===== config.mk =====
export PLATFORM = sky130hd
export DESIGN_NAME = gcd_stein_unit_flat
export DESIGN_NICKNAME = d
export VERILOG_FILES = /design/src/rtl/gcd_stein_if.sv /design/src/rtl/gcd_stein_unit.sv /design/src/flat_wrapper.sv
export SDC_FILE = /design/constraint.sdc
export NUM_CORES = 1
export LEC_CHECK = 0
export ABC_CLOCK_PERIOD_IN_PS = 6900
export CAP_MARGIN = 10
export CORE_MARGIN = 2
export CORE_UTILIZATION = 63
export CTS_CLUSTER_SIZE = 28
export DETAILED_ROUTE_END_ITERATION = 10
export HOLD_SLACK_MARGIN = 0.08
export PLACE_DENSITY = 0.93
export SLEW_MARGIN = 20
export SYNTH_ARGS = -nofsm -noshare
export SYNTH_HDL_FRONTEND = slang
export SYNTH_SLANG_ARGS = --single-unit

===== constraint.sdc =====
create_clock -name clk -period 6.9 [get_ports clk]
set_input_delay 2.07 -clock clk [delete_from_list [all_inputs] [get_ports clk]]
set_output_delay 2.07 -clock clk [all_outputs]
set_load 0.02 [all_outputs]

===== src/rtl/gcd_stein_if.sv =====
// Handshake bundle for the binary-GCD unit: operand request channel and result channel.
interface gcd_stein_if #(
    parameter int unsigned WIDTH = 16,
    parameter int unsigned CNT_W = 8
);
    logic             in_valid;
    logic             in_ready;
    logic [WIDTH-1:0] a_in;
    logic [WIDTH-1:0] b_in;
    logic             abort;
    logic             out_valid;
    logic             out_ready;
    logic [WIDTH-1:0] gcd_out;
    logic             zero_flag;
    logic [CNT_W-1:0] iter_cnt;

    modport master (
        output in_valid, a_in, b_in, abort, out_ready,
        input  in_ready, out_valid, gcd_out, zero_flag, iter_cnt
    );

    modport slave (
        input  in_valid, a_in, b_in, abort, out_ready,
        output in_ready, out_valid, gcd_out, zero_flag, iter_cnt
    );
endinterface


===== src/rtl/gcd_stein_unit.sv =====
// Binary (Stein) GCD engine: strips common factors of two, then reduces odd/even
// pairs until equal; result is held until the consumer accepts it.
module gcd_stein_unit #(
    parameter int unsigned WIDTH = 16,
    parameter int unsigned CNT_W = 8
) (
    input  logic        clk,
    input  logic        rst_n,
    gcd_stein_if.slave  bus
);
    localparam int unsigned K_W = (WIDTH > 2) ? $clog2(WIDTH) : 1;
    localparam logic [CNT_W-1:0] CNT_MAX = '1;

    typedef enum logic [1:0] {IDLE, SHIFT, REDUCE, DONE} state_t;

    state_t           state, state_next;
    logic [WIDTH-1:0] a, a_next, b, b_next;
    logic [K_W-1:0]   k, k_next;
    logic [CNT_W-1:0] cnt, cnt_next, cnt_inc;
    logic [WIDTH-1:0] gcd_q, gcd_next;
    logic             zf_q, zf_next;
    logic [CNT_W-1:0] itc_q, itc_next;
    logic             in_ready_q, out_valid_q;

    // Next-state and datapath update
    always_comb begin
        state_next = state;
        a_next     = a;
        b_next     = b;
        k_next     = k;
        cnt_next   = cnt;
        gcd_next   = gcd_q;
        zf_next    = zf_q;
        itc_next   = itc_q;
        cnt_inc    = (cnt == CNT_MAX) ? cnt : cnt + 1'b1;

        unique case (state)
            IDLE: begin
                if (bus.in_valid) begin
                    a_next   = bus.a_in;
                    b_next   = bus.b_in;
                    k_next   = '0;
                    cnt_next = '0;
                    if (bus.a_in == '0 || bus.b_in == '0) begin
                        state_next = DONE;
                        gcd_next   = bus.a_in | bus.b_in;
                        zf_next    = (bus.a_in == '0) && (bus.b_in == '0);
                        itc_next   = '0;
                    end else begin
                        state_next = SHIFT;
                    end
                end
            end
            SHIFT: begin
                cnt_next = cnt_inc;
                if (bus.abort) begin
                    state_next = IDLE;
                end else if (!a[0] && !b[0]) begin
                    a_next = a >> 1;
                    b_next = b >> 1;
                    k_next = k + 1'b1;
                end else begin
                    state_next = REDUCE;
                end
            end
            REDUCE: begin
                cnt_next = cnt_inc;
                if (bus.abort) begin
                    state_next = IDLE;
                end else if (a == b) begin
                    // k never exceeds the trailing zeros shared by the operands, so this cannot overflow
                    gcd_next   = a << k;
                    zf_next    = 1'b0;
                    itc_next   = cnt_inc;
                    state_next = DONE;
                end else if (!a[0]) begin
                    a_next = a >> 1;
                end else if (!b[0]) begin
                    b_next = b >> 1;
                end else if (a > b) begin
                    a_next = (a - b) >> 1;
                end else begin
                    b_next = (b - a) >> 1;
                end
            end
            DONE: begin
                if (bus.out_ready) state_next = IDLE;
            end
        endcase
    end

    // State and datapath registers; handshake flags are registered from the next state
    always_ff @(posedge clk or posedge rst_n) begin
        if (rst_n) begin
            state       <= IDLE;
            a           <= '0;
            b           <= '0;
            k           <= '0;
            cnt         <= '0;
            gcd_q       <= '0;
            zf_q        <= 1'b0;
            itc_q       <= '0;
            in_ready_q  <= 1'b1;
            out_valid_q <= 1'b0;
        end else begin
            state       <= state_next;
            a           <= a_next;
            b           <= b_next;
            k           <= k_next;
            cnt         <= cnt_next;
            gcd_q       <= gcd_next;
            zf_q        <= zf_next;
            itc_q       <= itc_next;
            in_ready_q  <= (state_next == IDLE);
            out_valid_q <= (state_next == DONE);
        end
    end

    assign bus.in_ready  = in_ready_q;
    assign bus.out_valid = out_valid_q;
    assign bus.gcd_out   = gcd_q;
    assign bus.zero_flag = zf_q;
    assign bus.iter_cnt  = itc_q;
endmodule


===== src/flat_wrapper.sv =====
// flat-port wrapper written by rule: the top's interface ports become plain ports
module gcd_stein_unit_flat 
#(
    parameter int unsigned WIDTH = 16,
    parameter int unsigned CNT_W = 8
)
  (clk, rst_n, bus_in_valid, bus_a_in, bus_b_in, bus_abort, bus_out_ready, bus_in_ready, bus_out_valid, bus_gcd_out, bus_zero_flag, bus_iter_cnt);
  gcd_stein_if #(.WIDTH(WIDTH), .CNT_W(CNT_W)) bus_i ();
  input  logic clk;
  input  logic rst_n;
  input wire logic [$bits(bus_i.in_valid)-1:0] bus_in_valid;
  input wire logic [$bits(bus_i.a_in)-1:0] bus_a_in;
  input wire logic [$bits(bus_i.b_in)-1:0] bus_b_in;
  input wire logic [$bits(bus_i.abort)-1:0] bus_abort;
  input wire logic [$bits(bus_i.out_ready)-1:0] bus_out_ready;
  output wire logic [$bits(bus_i.in_ready)-1:0] bus_in_ready;
  output wire logic [$bits(bus_i.out_valid)-1:0] bus_out_valid;
  output wire logic [$bits(bus_i.gcd_out)-1:0] bus_gcd_out;
  output wire logic [$bits(bus_i.zero_flag)-1:0] bus_zero_flag;
  output wire logic [$bits(bus_i.iter_cnt)-1:0] bus_iter_cnt;
  assign bus_i.in_valid = bus_in_valid;
  assign bus_i.a_in = bus_a_in;
  assign bus_i.b_in = bus_b_in;
  assign bus_i.abort = bus_abort;
  assign bus_i.out_ready = bus_out_ready;
  assign bus_in_ready = bus_i.in_ready;
  assign bus_out_valid = bus_i.out_valid;
  assign bus_gcd_out = bus_i.gcd_out;
  assign bus_zero_flag = bus_i.zero_flag;
  assign bus_iter_cnt = bus_i.iter_cnt;
  gcd_stein_unit #(.WIDTH(WIDTH), .CNT_W(CNT_W)) u_core (.clk(clk), .rst_n(rst_n), .bus(bus_i));
endmodule

==> results.py <==
metrics = {
    "outcome": {
        "status": "complete, no violations",
    },
    "setup_path": {
        "worstSetupPathType": "input pin to register",
        "worstSetupEndpointType": "register",
        "start_kind": "input pin",
        "cp.arrival_ns": 4.64,
        "cp_slowest_cell": "clkdlybuf4s50_1",
        "required_ns": 7.12,
        "slowest_delay_ns": 0.68,
        "path_cells": "clkdlybuf4s50_1 -> nor2b_1 -> or4b_1 -> a311o_1 -> buf_4 -> a211oi_1 -> a22oi_1",
        "critPathMaxFanout": 27,
    },
    "layout": {
        "drive_gt1_frac": 0.0653,
        "antenna_cells": 0,
        "final_common_cell": "nand2_1",
        "layout_common_cells": "nand2_1, o21ai_0, dfrtp_1",
        "area_growth_pct": 13.2,
        "fin_area_sq_um": 7010,
        "fin_nets": 884,
    },
    "routing": {
        "wl_met3_mm": 1.91,
        "dr.max_layer_used": "met4",
        "num_vias": 6174,
        "drc_errors": 0,
        "met2_wirelength_mm": 8.09,
        "wl_per_cell_um": 19.1,
        "drtIter0Drc": 733,
        "antenna_left": 0,
        "routed_wl_mm": 18.0,
        "m1WireLength_mm": 7.55,
        "via_per_inst": 6.53,
        "first_pass_iters": 7,
    },
    "clocking": {
        "cts-root-buf": "clkbuf_8",
        "cts_tree": "yes",
        "clkTransAtPathRegs_ns": 0.08,
        "htree_levels": 3,
        "cts_buffers": 9,
        "ctsHoldBuffers": 0,
        "clock_path_buffers": 2,
        "cts.sink_count": 73,
        "clk_latency_ns": 0.35,
        "cts_setup_buffers": 0,
        "cts_resized": 0,
    },
    "floorplan": {
        "core_sq_um": 9640,
        "start_util": 0.643,
        "num_io_pins": 64,
        "die_y_um": 103,
        "die_x_um": 103,
        "dieArea_sq_um": 10600,
        "rows": 36,
    },
    "timing": {
        "finalSetupViolCount": 0,
        "fin_worst_skew_ns": 0.00910,
        "final.setup.tns_ns": 0,
        "rsz0062_at_grt": "false",
        "period_share": 0.640,
        "worst_slew_pin_slew_ns": 1.09,
        "finalHoldViolCount": 0,
        "slew_headroom": 0.266,
        "period_minus_slack_ns": 4.42,
        "fmax_ghz": 0.226,
        "drv_slew": 0,
    },
    "logic_synthesis": {
        "syn_area_per_cell_sq_um": 7.91,
        "syn_area_sq_um": 6200,
        "yosysSeqAreaShare": 0.295,
        "ys_warn_count": 0,
        "synthCells": 783,
        "synth.largest_area_cell": "dfrtp_1",
        "ys_ff_latch": 73,
        "async_flop_share": 1.00,
        "synth_nets": 860,
        "synthTopCellsByArea": "dfrtp_1, nand2_1, ha_1",
        "synth_top_cell_area_share": 0.291,
        "yosys.cell_types.count": 62,
        "synth_top_flop_cell": "dfrtp_1",
        "synth_edf_count": 0,
    },
    "min_path": {
        "hp-class": "register to register",
    },
    "global_route": {
        "grt_max_degree": 74,
        "grt_pass1_wl_mm": 28.9,
        "antenna_found_initial": 0,
        "grt_usage": 0.351,
        "grt_pass1_vias": 5645,
        "grt.overflow.total": 0,
    },
    "placed_design": {
        "portBuffers": 63,
        "place_hpwl_mm": 13.4,
        "placed_area_sq_um": 6800,
        "place_congestion": 0.966,
    },
    "run": {
        "max-cap-violations": 0,
    },
}
[through the flow]
stage	hold slack [ns]	cells	setup slack [ns]	util
CTS	0.473	945	2.57	0.727
global route	0.491	945	2.41	0.728
detailed placement	0.457	929	2.24	0.705
floorplan	0.470	783	2.98	-
finish	0.468	945	2.48	0.728
global placement	0.454	929	2.32	0.705
[layer usage]
layer / vias up / track usage
met5: - / 0
met4: 0 / 0.0992
met3: 50 / 0.0672
met2: 377 / 0.550
met1: 2891 / 0.500
li1: 2856 / -
[worst paths after layout]
check	startpoint	end	slack [ns]	cells past startpoint
max reg2reg	u_core.a[0]	u_core.b[2]	3.11	11
min	u_core.bus.gcd_out[11]	u_core.bus.gcd_out[11]	0.47	2
max in group asynchronous	rst_n	u_core.bus.iter_cnt[0]	3.98	3
min reg2reg	u_core.bus.gcd_out[11]	u_core.bus.gcd_out[11]	0.47	2
max	bus_in_valid	u_core.b[13]	2.48	7
min in group asynchronous	rst_n	u_core.bus.gcd_out[9]	2.31	3
[cell families (layout without fill, tap and decap cells)]
logic type	count (synthesis)	in the layout	synth area share
compound gates	260	260	0.277
simple gates	258	258	0.181
xor+xnor	27	27	0.0382
flops	73	73	0.295
fa+ha+maj	40	40	0.0832
buf+inv	100	129	0.0658
mux	25	25	0.0596
[area by class of cell]
cell class                 count  area, sq um
tap                          133          166
sequential                    73         1830
clock buffer                  12          165
inverter                      45          169
multi-input combinational    610         3970
timing repair buffer          68          668
fill                         738         2630
clock inverter                 4         50.0
[cell usage after synthesis (all sizes together), types with 2 or more instances]
library cell,number
nand2,129
o21ai,84
dfrtp,72
nor2,63
a21oi,44
inv,44
clkbuf,42
ha,38
o31ai,23
a21o,15
o211ai,15
xnor2,15
buf,13
nand3,12
xor2,12
mux2i,11
a221oi,10
o21a,10
mux4,9
nor3,9
a31oi,8
nor4,8
and2,7
nor2b,7
and3,6
o221ai,6
o22ai,6
a211oi,5
mux2,5
nand4,5
o31a,5
a22oi,4
a311oi,4
nand2b,4
o22a,3
o41ai,3
a22o,2
a311o,2
a31o,2
fa,2
o211a,2
o21bai,2
or2,2
or3,2
[sequential cells by signal (all words and copies together), names as in the netlist]
register / cells
u_core.bus.iter_cnt: 8
u_core.state: 2
u_core.k: 4
u_core.bus.out_valid: 1
u_core.bus.in_ready: 1
u_core.cnt: 8
u_core.b: 16
u_core.bus.gcd_out: 16
u_core.bus.zero_flag: 1
u_core.a: 16
[critical path: cells and delay by family]
family                 cells  cell delay (ns)
AOI/OAI and AO/OA          3             0.72
buffers and inverters      2             0.92
and+or+nand+nor            2             0.93
Power is not shown: default switching activity piles up to over one toggle a cycle in this logic, so the estimate is an artifact.
==> RTL edit 1 (same flow settings) <==
`WIDTH` is set to 16 in 3 places; all go to 8.
--- a/src/rtl/gcd_stein_if.sv
+++ b/src/rtl/gcd_stein_if.sv
@@ -1,6 +1,6 @@
 // Handshake bundle for the binary-GCD unit: operand request channel and result channel.
 interface gcd_stein_if #(
-    parameter int unsigned WIDTH = 16,
+    parameter int unsigned WIDTH = 8,
     parameter int unsigned CNT_W = 8
 );
     logic             in_valid;
--- a/src/rtl/gcd_stein_unit.sv
+++ b/src/rtl/gcd_stein_unit.sv
@@ -1,7 +1,7 @@
 // Binary (Stein) GCD engine: strips common factors of two, then reduces odd/even
 // pairs until equal; result is held until the consumer accepts it.
 module gcd_stein_unit #(
-    parameter int unsigned WIDTH = 16,
+    parameter int unsigned WIDTH = 8,
     parameter int unsigned CNT_W = 8
 ) (
     input  logic        clk,
--- a/src/flat_wrapper.sv
+++ b/src/flat_wrapper.sv
@@ -1,7 +1,7 @@
 // flat-port wrapper written by rule: the top's interface ports become plain ports
 module gcd_stein_unit_flat 
 #(
-    parameter int unsigned WIDTH = 16,
+    parameter int unsigned WIDTH = 8,
     parameter int unsigned CNT_W = 8
 )
   (clk, rst_n, bus_in_valid, bus_a_in, bus_b_in, bus_abort, bus_out_ready, bus_in_ready, bus_out_valid, bus_gcd_out, bus_zero_flag, bus_iter_cnt);
Interface: changed (resized bus_a_in, bus_b_in and bus_gcd_out); port bits go from 64 to 40. No check against the original RTL was run, so the function may have changed too.
==> RTL edit 1 against the unedited design <==
Worst setup slack improved by 170 ps; sequential cell count down 25; wire length shrank 46%; final area down 39%; synthesized cell count is 43% lower; synthesized area shrank 39%; register-to-register slack gained 570 ps.
==> RTL edit 1: results (changes against the unedited design) <==
* Setup slack after placement at 2450 ps (was 2240 ps)
* Largest net degree at the start of global routing at 49 (was 74)
* Gr usage total at 31.4% (was 35.1%)
* H-tree Lvls at 2 (was 3)
* R2R Setup Slk at 3680 ps (was 3110 ps)
* FF-to-FF End: u_core.a[2]$_DFFE_PP0P_ (was u_core.b[2]$_DFFE_PP0P_)
* First-pass GRT wire length at 16.3 mm (was 28.9 mm)
* Iter 0 DRT Violations at 321 (was 733)
* Final Net Count at 514 (was 884)
* M2 GR Usage at 51.8% (was 55.0%)
* Synth area leaders: dfrtp_1 31%, ha_1 7.3%, nand2_1 5.9% (was dfrtp_1 29%, nand2_1 7.8%, ha_1 7.7%)
* Minimum clock period at 4250 ps (was 4420 ps)
* Skew final at 8.60 ps (was 9.10 ps)
* IO Port Bufs at 39 (was 63)
* Worst Tran Pin Value at 1040 ps (was 1090 ps)
* CTS buffer count at 5 (was 9)
* Yosys cell types at 70 (was 62)
* Fin cells at 545 (was 945)
* Clock Latency Late Sink at 310 ps (was 350 ps)
* Reg clk slew, reported paths at 100 ps (was 80 ps)
* Min-Delay Startpoint: u_core.bus.iter_cnt[7]$_DFFE_PP0P_ (was u_core.bus.gcd_out[11]$_DFFE_PP0P_)
* Hold endpoint: u_core.bus.iter_cnt[7]$_DFFE_PP0P_ (was u_core.bus.gcd_out[11]$_DFFE_PP0P_)
* First-pass DRT Iterations at 6 (was 7)
* Layout cell share with drive strength beyond 1 at 6.60% (was 6.53%)
* Detailed Place HPWL at 7.10 mm (was 13.4 mm)
* Status: finished, final reports clean (unchanged)
* Met3 Resource Use GR at 6.26% (was 6.72%)
* WL/cell at 18.0 µm (was 19.1 µm)
* M1 GR Usage at 40.9% (was 50.0%)
* CP Max Fanout at 11 (was 27)
* Routability Congestion at 0.931 (was 0.966)
* WHS at 481 ps (was 468 ps)
* Reg2Reg Depth at 9 (was 11)
[RTL edit 1: cell types whose count changed after synthesis, moves of 10 or more]
cell,change
ha_1,-16
xnor2_1,-10
nand2_1,-68
nor2_1,-38
inv_1,-15
clkbuf_1,-24
o21ai_0,-55
a21oi_1,-24
dfrtp_1,-25
[RTL edit 1: final cells by class]
class / count / area, µm²
Multi-Input combinational cell: 345 / 2380
Fill cell: 395 / 1570
Sequential cell: 48 / 1200
Timing Repair Buffer: 40 / 398
Inverter: 29 / 110
Tap cell: 75 / 93.8
Clock buffer: 6 / 82.6
Clock inverter: 2 / 13.8
[RTL edit 1: worst max-delay path, stage by stage]
cell and delay [ps]:
clkdlybuf4s50_1 750, nand2b_1 260, o2111ai_1 180, nor2b_1 590, nand2_1 350, o2bb2ai_1 230
[RTL edit 1: kinds of logic (layout without fill, tap and decap cells)]
kind of cell,Yosys count,count (layout),share of synthesized area [%]
and+or+nand+nor,154,154,19.9
AOI/OAI and AO/OA,140,140,27.3
buffers and inverters,53,77,5.58
DFF,48,48,31.7
adders and majority gates,24,24,8.32
muxes,19,19,5.25
xor gates and xnor gates,8,8,1.85
[RTL edit 1: worst max-delay path by stage]
stage                      start  cells past startpoint                       to
detailed placement  bus_in_valid                      7  u_core.a[2]$_DFFE_PP0P_
floorplan           bus_in_valid                      7  u_core.a[3]$_DFFE_PP0P_
CTS                 bus_in_valid                      7  u_core.a[2]$_DFFE_PP0P_
finish              bus_in_valid                      6  u_core.b[2]$_DFFE_PP0P_
global route        bus_in_valid                      7  u_core.a[3]$_DFFE_PP0P_
global placement    bus_in_valid                      6  u_core.b[4]$_DFFE_PP0P_
[RTL edit 1: per-stage QoR]
stage	util (%)	total power [mW]	area [µm²]
6_report	73.2	2.30	4280
5_1_grt	73.2	2.47	4280
4_1_cts	73.2	2.25	4280
3_5_place_dp	71.5	2.05	4180
3_3_place_gp	71.5	2.00	4180
2_1_floorplan	-	1.69	3790
[RTL edit 1: routing by layer]
| layer | vias to the layer above | wire [µm] |
|---|---|---|
| met2 | 199 | 4670 |
| met4 | 0 | 263 |
| met5 | - | 0 |
| met1 | 1678 | 3970 |
| met3 | 34 | 893 |
| li1 | 1666 | - |
[RTL edit 1: power by group]
group          internal, mW  switching (mW)  total, mW
sequential            0.386           0.136      0.522
clock                0.0823           0.106      0.188
combinational         0.632           0.957       1.59
total                  1.10            1.20       2.30
==> RTL edit 2 (same flow settings) <==
Made on the original files. Re-encode `state_t` (4 states) as Gray code, 2 bits wide.
--- a/src/rtl/gcd_stein_unit.sv
+++ b/src/rtl/gcd_stein_unit.sv
@@ -11,7 +11,7 @@
     localparam int unsigned K_W = (WIDTH > 2) ? $clog2(WIDTH) : 1;
     localparam logic [CNT_W-1:0] CNT_MAX = '1;
 
-    typedef enum logic [1:0] {IDLE, SHIFT, REDUCE, DONE} state_t;
+    typedef enum logic [1:0] {IDLE = 2'b00, SHIFT = 2'b01, REDUCE = 2'b11, DONE = 2'b10} state_t;
 
     state_t           state, state_next;
     logic [WIDTH-1:0] a, a_next, b, b_next;
Function: no difference found for any inputs over 4 cycles, from zero or initial values and one cycle with rst_n high; so few cycles prove little.
==> RTL edit 2 against the unedited design <==
Sequential cell count unchanged; count of clock-buffer cells in the layout shrank 3; clock skew about the same; final area shrank 4.9%; non-clock buffer count unchanged; wire length up 0.78%; worst setup slack got worse by 110 ps; synthesized area is 5.0% lower; highest routed layer unchanged.
==> RTL edit 2: results (changes against the unedited design) <==
* Met3 Wirelength at 1.65 mm (was 1.91 mm)
* Clock network area share at 2.76% (was 3.07%)
* Metal-1 WL at 7.07 mm (was 7.55 mm)
* Syn Area/Cell at 8.33 µm² (was 7.91 µm²)
* Synth area leaders: dfrtp_1 31%, ha_1 7.2%, mux2i_1 5.8% (was dfrtp_1 29%, nand2_1 7.8%, ha_1 7.7%)
* Yosys cell types at 70 (was 62)
* Final Net Count at 812 (was 884)
* Buffering overhead at 10.0% (was 9.53%)
* Layout fillers at 706 (was 738)
* Fin cells at 855 (was 945)
* CP Max Fanout at 36 (was 27)
* Vias in the first global route at 5594 (was 5645)
* M2 GR Usage at 61.9% (was 55.0%)
* M1 GR Usage at 46.6% (was 50.0%)
* Iter 0 DRT Violations at 459 (was 733)
* WL/cell at 21.3 µm (was 19.1 µm)
* Register area share after synthesis at 31.1% (was 29.5%)
* Top post-synthesis cells by count: 72 x dfrtp_1, 64 x nor2_1, 59 x nand2_1 (was 128 x nand2_1, 81 x o21ai_0, 72 x dfrtp_1)
* Vias per cell at 6.68 (was 6.53)
* Routability Congestion at 1.01 (was 0.966)
* First-pass DRT Iterations at 6 (was 7)
* Post-Syn Nets at 780 (was 860)
* Detailed Place HPWL at 13.9 mm (was 13.4 mm)
* Mux cell area share after synthesis at 7.12% (was 5.96%)
* Status: finished, final reports clean (unchanged)
* Placed Cells at 839 (was 929)
==> RTL edit 2: worst paths after layout <==
path                                                 endpoint                          startpoint  slack [ps]  cells past startpoint
min                        u_core.bus.gcd_out[15]$_DFFE_PP0P_  u_core.bus.gcd_out[15]$_DFFE_PP0P_         480                      2
max                        u_core.bus.iter_cnt[7]$_DFFE_PP0P_                         bus_b_in[8]        2370                      6
min in group asynchronous   u_core.bus.gcd_out[3]$_DFFE_PP0P_                               rst_n        2300                      3
max in group asynchronous             u_core.b[8]$_DFFE_PP0P_                               rst_n        3960                      3
min reg2reg                u_core.bus.gcd_out[15]$_DFFE_PP0P_  u_core.bus.gcd_out[15]$_DFFE_PP0P_         480                      2
max reg2reg                          u_core.a[14]$_DFFE_PP0P_             u_core.a[0]$_DFFE_PP0P_        3180                     12
